## config.mk

```make
export PLATFORM = sky130hd
export DESIGN_NAME = ad_unpack
export DESIGN_NICKNAME = d
export VERILOG_FILES = /design/src/rtl/ad_pkg.sv /design/src/rtl/ad_byte_shifter.sv /design/src/rtl/ad_unpack.sv
export SDC_FILE = /design/constraint.sdc
export NUM_CORES = 1
export LEC_CHECK = 0
export ABC_AREA = 1
export CAP_MARGIN = 20
export CORE_MARGIN = 8
export CORE_UTILIZATION = 51
export CTS_CLUSTER_SIZE = 28
export DETAILED_ROUTE_END_ITERATION = 8
export PLACE_DENSITY = 0.88
export SYNTH_ARGS = -nofsm -noshare
export SYNTH_HDL_FRONTEND = slang
export SYNTH_HIERARCHICAL = 1
export SYNTH_SLANG_ARGS = --single-unit
```

## constraint.sdc

```tcl
create_clock -name CLK -period 1.85 [get_ports CLK]
set_input_delay 0.37 -clock CLK [delete_from_list [all_inputs] [get_ports CLK]]
set_output_delay 0.37 -clock CLK [all_outputs]
set_load 0.02 [all_outputs]
```

## src/rtl/ad_pkg.sv

```systemverilog
// Shared constants and state encoding for the A/D capture drain path (ad_unpack).
package ad_pkg;

  localparam int AD_WORD_W         = 128;
  localparam int AD_BYTE_W         = 8;
  localparam int AD_BYTES_PER_WORD = AD_WORD_W / AD_BYTE_W;

  typedef enum logic [1:0] {
    IDLE  = 2'd0,
    FETCH = 2'd1,
    SHIFT = 2'd2
  } ad_state_e;

endpackage

```

## src/rtl/ad_byte_shifter.sv

```systemverilog
// Holds one packed FIFO word and presents it MSB byte first, tracking the byte index.
module ad_byte_shifter
  import ad_pkg::*;
#(
  parameter int WORD_W = AD_WORD_W,
  parameter int BYTE_W = AD_BYTE_W
) (
  input  logic              CLK,
  input  logic              RST,
  input  logic              load,
  input  logic              shift,
  input  logic [WORD_W-1:0] load_data,
  output logic [BYTE_W-1:0] byte_out,
  output logic              last
);

  localparam int N     = WORD_W / BYTE_W;
  localparam int IDX_W = $clog2(N);
  localparam logic [IDX_W-1:0] LAST_IDX = IDX_W'(N - 1);

  logic [WORD_W-1:0] shreg;
  logic [IDX_W-1:0]  idx;

  // Load wins over shift; the index wraps naturally after the final byte.
  always_ff @(posedge CLK) begin
    if (RST) begin
      shreg <= '0;
      idx   <= '0;
    end else if (load) begin
      shreg <= load_data;
      idx   <= '0;
    end else if (shift) begin
      shreg <= shreg << BYTE_W;
      idx   <= idx + IDX_W'(1);
    end
  end

  assign byte_out = shreg[WORD_W-1 -: BYTE_W];
  assign last     = (idx == LAST_IDX);

endmodule

```

## src/rtl/ad_unpack.sv

```systemverilog
// Drains 128-bit packed sample words from the capture FIFO into a valid/ready byte stream.
// Build option AD_UNPACK_STATS_EN adds word_count and stall_count outputs.
module ad_unpack
  import ad_pkg::*;
#(
  parameter int WORD_W = AD_WORD_W,
  parameter int BYTE_W = AD_BYTE_W
) (
  input  logic              CLK,
  input  logic              RST,
  input  logic [WORD_W-1:0] fifo_dout,
  input  logic              fifo_empty,
  output logic              fifo_rd_en,
  output logic [BYTE_W-1:0] out_data,
  output logic              out_valid,
  input  logic              out_ready,
  output logic              out_last,
  output logic              busy
`ifdef AD_UNPACK_STATS_EN
  ,
  output logic [31:0]       word_count,
  output logic [31:0]       stall_count
`endif
);

  ad_state_e   state;
  ad_state_e   state_nxt;
  logic        load;
  logic        hs;
  logic        sh_last;

  always_ff @(posedge CLK) begin
    if (RST) state <= IDLE;
    else     state <= state_nxt;
  end

  // fifo_rd_en is decoded only in IDLE, so at most one word is ever in flight.
  always_comb begin
    state_nxt  = state;
    fifo_rd_en = 1'b0;
    load       = 1'b0;
    out_valid  = 1'b0;
    unique case (state)
      IDLE: begin
        fifo_rd_en = !fifo_empty;
        if (!fifo_empty) state_nxt = FETCH;
      end
      FETCH: begin
        load      = 1'b1;
        state_nxt = SHIFT;
      end
      SHIFT: begin
        out_valid = 1'b1;
        if (out_ready && sh_last) state_nxt = IDLE;
      end
      default: state_nxt = IDLE;
    endcase
  end

  assign hs       = out_valid && out_ready;
  assign out_last = (state == SHIFT) && sh_last;
  assign busy     = (state != IDLE);

  ad_byte_shifter #(
    .WORD_W (WORD_W),
    .BYTE_W (BYTE_W)
  ) u_shifter (
    .CLK       (CLK),
    .RST       (RST),
    .load      (load),
    .shift     (hs),
    .load_data (fifo_dout),
    .byte_out  (out_data),
    .last      (sh_last)
  );

`ifdef AD_UNPACK_STATS_EN
  // Free-running counters; they wrap rather than saturate.
  always_ff @(posedge CLK) begin
    if (RST) begin
      word_count  <= '0;
      stall_count <= '0;
    end else begin
      if (hs && sh_last)           word_count  <= word_count + 32'd1;
      if (out_valid && !out_ready) stall_count <= stall_count + 32'd1;
    end
  end
`endif

endmodule

```

After elaboration in Yosys (flattened, before gate mapping)
Cells that the tools add are included.
{"block": "classes", "add_sub_neg": 1, "eq_ne": 5, "mux": 8, "n_reduce_logical": 9}
{"operator": "128-bit two-way mux", "count": 2}
{"operator": "2-bit case mux with 3 select lines", "count": 1}
{"operator": "4-bit by 1-bit adder with 4-bit output (second input constant)", "count": 1}
{"operator": "4-bit == test (second input constant)", "count": 1}
{"operator": "2-bit two-way mux", "count": 2}
{"operator": "2-bit != test (second input constant)", "count": 2}
{"operator": "2-bit nonzero test", "count": 2}
{"operator": "1-bit logical AND", "count": 3}
{"operator": "1-bit two-way mux", "count": 3}
{"operator": "2-bit by 1-bit == test with 1-bit output (second input constant)", "count": 1}
{"operator": "2-bit == test (second input constant)", "count": 1}
{"operator": "2-bit zero test", "count": 1}
{"operator": "2-bit AND reduction", "count": 1}
{"operator": "2-bit OR reduction", "count": 1}
{"operator": "1-bit zero test", "count": 1}
{"block": "totals", "register_bits": 134, "inputBits": 132, "output_inout_bits": 12, "word_cells": 26}

Depth between registers and ports, before layout
Gate-level depths: netlist of run 1.
{"block": "logic_depth", "word_depth": 5, "mapped_depth": 11, "mapped_depth_nobuf": 8}

Modules after synthesis
The synthesis of run 1 kept the hierarchy.
{"mod": "ad_byte_shifter", "instances": 1, "cells_per_inst": 984, "area_per_inst_um2": 6279.8, "seq_area_each_um2": 2642.5}
{"mod": "ad_unpack", "instances": 1, "cells_per_inst": 18, "area_per_inst_um2": 122.6, "seq_area_each_um2": 40.0}

Worst setup path before layout of run 1
No wires, ideal clock.
{"block": "synth_timing", "path_type": "register to output", "from": "reg u_shifter.idx[0]", "to": "out out_last", "t_arrival_ns": 0.999, "required_time_ns": 1.480, "slack_ns": 0.481, "path_stages_with_launch": 5, "path_buffers": 0, "cell_sequence": "dfxtp_1 > ha_1 > and3_1 > inv_1 > nor2_1"}
{"block": "synth_via", "elab_chain_len": 2}
{"element": "start, declared", "line_no": "ad_byte_shifter.sv:22", "source": "logic [IDX_W-1:0] idx;"}
{"element": "start signal, assigned", "line_no": "ad_byte_shifter.sv:34", "source": "idx <= idx + IDX_W'(1);"}
{"element": "4-bit == test", "line_no": "ad_byte_shifter.sv:39", "source": "assign last = (idx == LAST_IDX);"}
{"element": "net sh_last", "line_no": "ad_unpack.sv:30", "source": "logic sh_last;"}
{"element": "1-bit logical AND", "line_no": "ad_unpack.sv:61", "source": "assign out_last = (state == SHIFT) && sh_last;"}
{"element": "end, declared", "line_no": "ad_unpack.sv:17", "source": "output logic out_last,"}
The timed path passes the listed nets, and every way through them passes these cells.

Worst setup path in the final report of run 1
Ends and elaborated chain as after synthesis.

==> flow_summary_export.csv, run 1 <==
group,metric,value,unit
status,outcome,"completed",
global_route,grt_max_degree,96,
floorplan,num_rows,41,
global_route,grt_pass1_vias,6057,
global_route,grtUsageMet1,0.2610,
floorplan,die_area,0.01640,mm^2
drt,routed_via_density,4.977,
placement,hpwl,11620,um
drt,drc,0,
synthesis,synth.avg_cell_area,6.390,um^2
cts,cts_tree,"yes",
synthesis,synth_top_area_share,0.4190,
worst_hold_path,hold_path_class,"reg -> reg",
finish,finish.instance_area,0.008657,mm^2
floorplan,ios,144,
critical_path,required,1480,ps
synthesis,async_flop_share,0,
timing,min_period_over_period,0.9560,
synthesis,synthesis.instances,1002,
timing,report.final.slew_viol_count,0,
synthesis,synth_common_cells,"nand2_1, nand3_1, dfxtp_1, inv_1, buf_2",
synthesis,synthTopCellsByArea,"dfxtp_1, nand2_1, nand3_1, inv_1, buf_2",
cts,clock-sinks,134,
synthesis,synth_edf_count,0,
drt,vias,6470,
critical_path,cp.arrival,1400,ps
placement,placed_cells,1268,
pwr,p_leak,4.447,nW
timing,fmax,565.4,MHz
floorplan,die_h,128.0,um
floorplan,start_util,0.5157,
placement,io_buffers,143,
cts,clockBufferDepth,2,
cts,cts_hold_buf,0,
critical_path,critPathMaxFanout,3,
cts,cts_buffers,17,
finish,drive_above_1_share,0.06826,
synthesis,syn_area,0.006402,mm^2
placement,globalplace.congestion,0.8247,
drt,dr.pass1.iters,5,
cts,clk_pin_slew,50,ps
timing,rsz0062_at_grt,"false",
global_route,grt.total_usage,0.2114,
timing,setup_violations,0,
critical_path,cp-end-kind,"primary output",
synthesis,synth-seq-cells,134,
timing,worstMarginPinSlew,413.9,ps
finish,n_antenna_cell,0,
finish,syn2layout_area_growth,35.22,%
drt,drt_wl_total,16950,um
synthesis,synth-seq-area-share,0.4190,
synthesis,synth_area_leader_cell,"dfxtp_1",
global_route,gr-usage-met2,0.3432,
worst_hold_path,hp-start,"u_shifter/shreg[0]",
worst_hold_path,holdPathStages,2,
global_route,grt-ovfl-total,0,
pwr,ir_drop,661.7,uV
floorplan,die_w,128.0,um
timing,relSlewSlack,0.7241,
global_route,grt-busiest-layer,"met2",
cts,clockRootBuffer,"clkbuf_16",
drt,ant_nets,0,
finish,finalNonFillerCells,1300,
cts,cts_setup_buffers,0,
synthesis,synth_cell_types,20,
synthesis,synth_warnings,6,
critical_path,path_class,"reg -> out",
critical_path,r2r_cells,9,
drt,wl_per_cell,13.03,um
job,drv_cap,0,
synthesis,synth.most_common_cell,"nand2_1",
timing,finalCriticalPeriod,1769,ps
worst_hold_path,whs_endpoint,"u_shifter/shreg[0]",
critical_path,r2r_slack,230,ps
pwr,total_power,7.972,mW
pwr,power_per_cell_area,920.8,mW/mm^2
critical_path,reg2reg_from,"state[1]",
cts,cts.htree.levels,4,
finish,num-fill-cells,1029,
synthesis,synthesis.nets,1135,
global_route,use_met3,0.06198,
critical_path,cp-start-kind,"flip-flop",
cts,clk_latency,410,ps
timing,clock-skew-final,5.749,ps
drt,dr.first_iter.drc_count,790,
placement,dpl-instance-area,0.007994,mm^2
timing,hold_viol,0,
global_route,grt_first_pass_wirelength,28010,um
synthesis,ys_dominant_reg_cell,"dfxtp_1",
critical_path,r2r-end,"u_shifter/shreg[49]",
floorplan,core-area,0.01241,mm^2
finish,layout.nets,1248,
global_route,antenna_found_initial,1,
power breakdown:
| group | switching, mW | internal (mW) | total, mW |
|---|---|---|---|
| Sequential | 0.0843 | 3.04 | 3.13 |
| Combinational | 0.562 | 0.528 | 1.09 |
| Clock | 1.24 | 2.51 | 3.75 |
worst max-delay path by stage:
| stage | from | endpoint | slack [ps] |
|---|---|---|---|
| after global routing | u_shifter/idx[0] | out_last | 20 |
| after detailed placement | fifo_empty | fifo_rd_en | -30 |
| after floorplan | u_shifter/idx[0] | out_last | 480 |
| after global placement | fifo_empty | fifo_rd_en | -10 |
| final | u_shifter/idx[0] | out_last | 80 |
| after CTS | u_shifter/idx[0] | out_last | 9 |
kinds of logic after synthesis:
kind of cell	Yosys count	synth area share
AO/OA/AOI/OAI	20	0.01622
flip-flops	134	0.4190
AND/OR/NAND/NOR	641	0.4233
buffers and inverters	206	0.1395
adder cells (fa/ha/maj)	1	0.001954
worst max-delay path, cell delays in order, from the launching register on:
cell and delay (ps):
dfxtp_2 340, ha_2 180, and3_4 190, inv_1 40, nor2_1 90, buf_4 150
registers in the layout, summed over array words and instances (netlist names):
| register | flops |
|---|---|
| u_shifter/shreg | 128 |
| state | 2 |
| u_shifter/idx | 4 |
stage by stage:
stage               TNS, ps    util  hold slack [ps]  setup slack (ps)
finish                    0  0.6973            461.5             81.33
global route              0  0.6973            471.8             17.29
CTS                       0  0.6963            465.1             8.724
detailed placement   -45.52  0.6439            456.4            -29.90
global placement     -14.61  0.6439            448.1            -14.61
floorplan                 0       -            432.4             480.5
cells in the final DEF, fill, tap and decap left out, types with 2 or more instances in the layout:
cell	n
a21oi_1	18
buf_12	10
buf_4	19
bufinv_16	6
clkbuf_16	17
clkdlybuf4s50_1	139
clkinv_2	7
clkinvlp_4	2
dfxtp_1	132
dfxtp_2	2
dlygate4sd2_1	3
inv_1	124
inv_2	2
inv_4	2
nand2_1	400
nand2_2	2
nand3_1	225
nor2_1	9
nor2_4	2
layer usage:
metal	share of wire	vias to the layer above
met5	0.00053	-
met3	0.075	24
li1	-	3300
met1	0.42	2892
met2	0.48	252
met4	0.017	2
layout make-up:
| type | count | area (um^2) | area share |
|---|---|---|---|
| Clock inverter | 15 | 234.0 | 0.02703 |
| Clock buffer | 17 | 425.4 | 0.04914 |
| Inverter | 129 | 490.5 | 0.05666 |
| Tap cell | 172 | 215.2 | 0.02486 |
| Timing Repair Buffer | 171 | 1760 | 0.2034 |
| Multi-Input combinational cell | 662 | 2846 | 0.3288 |
| Sequential cell | 134 | 2685 | 0.3102 |
repair_timing:
item	CTS	global route
setup endpoints to repair	4	1
resized for setup	7	5
pin swaps	0	0
No activity file was read; power rests on OpenSTA's default activity.
==> inputs of run 2 (changes only) <==
Settings changed: GPL_TIMING_DRIVEN set to 0, RECOVER_POWER set to 25.
==> run 2 against run 1 <==
Compared with the run above: worst setup slack worse by 18 ps; final cell count rose by 3.8%; power down 3.3%; sequential power hardly changed; highest routed layer is now met4; via count is 3.0% higher; sequential share of layout area about the same; die area stayed put; largest power group unchanged; count of clock-buffer cells in the layout increased by 4; sequential cell count is the same; design area up 0.13%; combinational power about the same.
==> flow_summary_export.csv, run 2 (same netlist as run 1, synthesis figures left out) <==
group,metric,value,unit
finish,n_antenna_cell,0,
timing,finalCriticalPeriod,1787,ps
critical_path,required,1480,ps
critical_path,cp.arrival,1420,ps
floorplan,core-area,0.01241,mm^2
critical_path,worst_path_dominant_cell_family,"buffers and inverters",
global_route,grt_max_degree,17,
cts,clockRootBuffer,"clkbuf_16",
timing,setup_violations,0,
timing,fmax,559.6,MHz
global_route,grt-ovfl-total,0,
floorplan,die_area,0.01640,mm^2
cts,clk_pin_slew,60,ps
timing,worstMarginPinSlew,509.8,ps
critical_path,cp-start-kind,"flip-flop",
finish,layout.nets,1298,
floorplan,ios,144,
finish,final_util,0.6982,
critical_path,critPathSlowestCell,"clkdlybuf4s50_1",
drt,dr.first_iter.drc_count,558,
placement,io_buffers,143,
timing,report.final.slew_viol_count,0,
critical_path,path_class,"reg -> out",
job,drv_cap,0,
global_route,grt.total_usage,0.2226,
status,outcome,"completed",
global_route,antenna_found_initial,0,
pwr,p_leak,4.533,nW
cts,clock-sinks,134,
critical_path,critical-path-max-stage-delay,590,ps
drt,vias,6666,
floorplan,die_h,128.0,um
pwr,ir_drop,426.0,uV
floorplan,num_rows,41,
finish,finalNonFillerCells,1350,
timing,hold_viol,0,
cts,cts_buffers,17,
worst_hold_path,hold_path_class,"reg -> reg",
cts,clk_latency,400,ps
placement,hpwl,12970,um
global_route,grt_pass1_vias,6451,
placement,globalplace.congestion,0.8510,
finish,reg_top3,"u_shifter/shreg x128, u_shifter/idx x4, state x2",
critical_path,cp-end-kind,"primary output",
timing,min_period_over_period,0.9659,
global_route,grt_first_pass_wirelength,29670,um
drt,drc,0,
finish,largest_reg_flops,128,
critical_path,crit_path_cell_trace,"buf_4 -> clkdlybuf4s50_1",
critical_path,critical_path_buf_inv_count,2,
pwr,power_per_cell_area,889.4,mW/mm^2
cts,cts.htree.levels,4,
drt,routed_via_density,4.938,
placement,placed_cells,1317,
finish,regMostFlops,"u_shifter/shreg",
finish,syn2layout_area_growth,35.39,%
drt,wl_per_cell,13.32,um
drt,ant_nets,0,
timing,relSlewSlack,0.6601,
finish,final_cell_mix,"nand2_1, nand3_1, clkdlybuf4s50_1",
cts,clockBufferDepth,2,
floorplan,die_w,128.0,um
drt,dr.pass1.iters,6,
cts,cts_hold_buf,0,
finish,final_common_cell,"nand2_1",
finish,drive_above_1_share,0.09423,
cts,cts_tree,"yes",
timing,clock-skew-final,7.936,ps
floorplan,start_util,0.5157,
drt,drt_wl_total,17980,um
critical_path,critPathMaxFanout,2,
[run 2: changes by cell type in the layout (fill, tap and decap cells not counted), moves of 3 or more]
cell / delta
clkbuf_1: +11
clkdlybuf4s50_1: -6
buf_1: +6
clkbuf_8: +3
buf_4: -3
buf_12: -10
bufinv_16: -3
buf_2: +46
clkinv_2: -5
[run 2: worst paths after layout]
check                                             to                  from  slack [ps]  depth (start not counted)
worst min register to register  u_shifter/shreg[113]  u_shifter/shreg[113]         470                          2
worst max-delay path                     out_data[7]  u_shifter/shreg[127]          60                          2
worst min-delay path            u_shifter/shreg[113]  u_shifter/shreg[113]         470                          2
worst max register to register  u_shifter/shreg[125]              state[1]         130                          9
[run 2: area by class of cell]
| type | count | area [um^2] |
|---|---|---|
| clock buffers | 21 | 470.5 |
| repair buffers | 144 | 1405 |
| inverters | 129 | 484.2 |
| fillers | 1051 | 3746 |
| plain buffers | 77 | 416.7 |
| flip-flops and latches | 134 | 2685 |
| well taps | 172 | 215.2 |
| clock inverters | 11 | 147.6 |
| multi-input cells | 662 | 2844 |
[run 2: stage by stage]
| stage | setup slack (ps) | hold slack, ps | setup TNS [ps] | instance area [um^2] | power, mW |
|---|---|---|---|---|---|
| floorplan | 480.5 | 432.4 | 0 | 6402 | 3.791 |
| global placement | -146.9 | 449.2 | -13730 | 8049 | 4.255 |
| detailed placement | -224.0 | 457.1 | -17620 | 8049 | 4.283 |
| CTS | 4.560 | 467.9 | 0 | 8666 | 7.745 |
| global route | -16.37 | 493.2 | -16.37 | 8668 | 8.020 |
| finish | 63.08 | 466.0 | 0 | 8668 | 7.709 |
[run 2: worst min-delay path: stages (launching register included)]
cell     delay, ps
dfxtp_1        310
nand2_1         60
a21oi_1         50
[run 2: power breakdown]
group          internal, mW  switching, mW
Clock                  2.23           1.24
Sequential             3.04         0.0896
Combinational         0.522          0.580
[run 2: layer usage]
layer | part of all wire | vias up | global-route usage
met5 | 0 | - | 0
met4 | 0.013 | 0 | 0.07133
met3 | 0.065 | 23 | 0.05158
met2 | 0.50 | 240 | 0.3864
met1 | 0.42 | 2992 | 0.2651
li1 | - | 3411 | -
[run 2: what timing repair did]
action	in CTS	in global routing
gates resized for setup	12	13
buffers inserted	0	1
endpoints found under the setup margin	6	20
pin swaps	0	0
==> inputs of run 3 (changes only) <==
Settings changed: CAP_MARGIN 20 to 10.
==> results of run 3 <==
Final layout, timing and power as in run 2 (identical DEF).
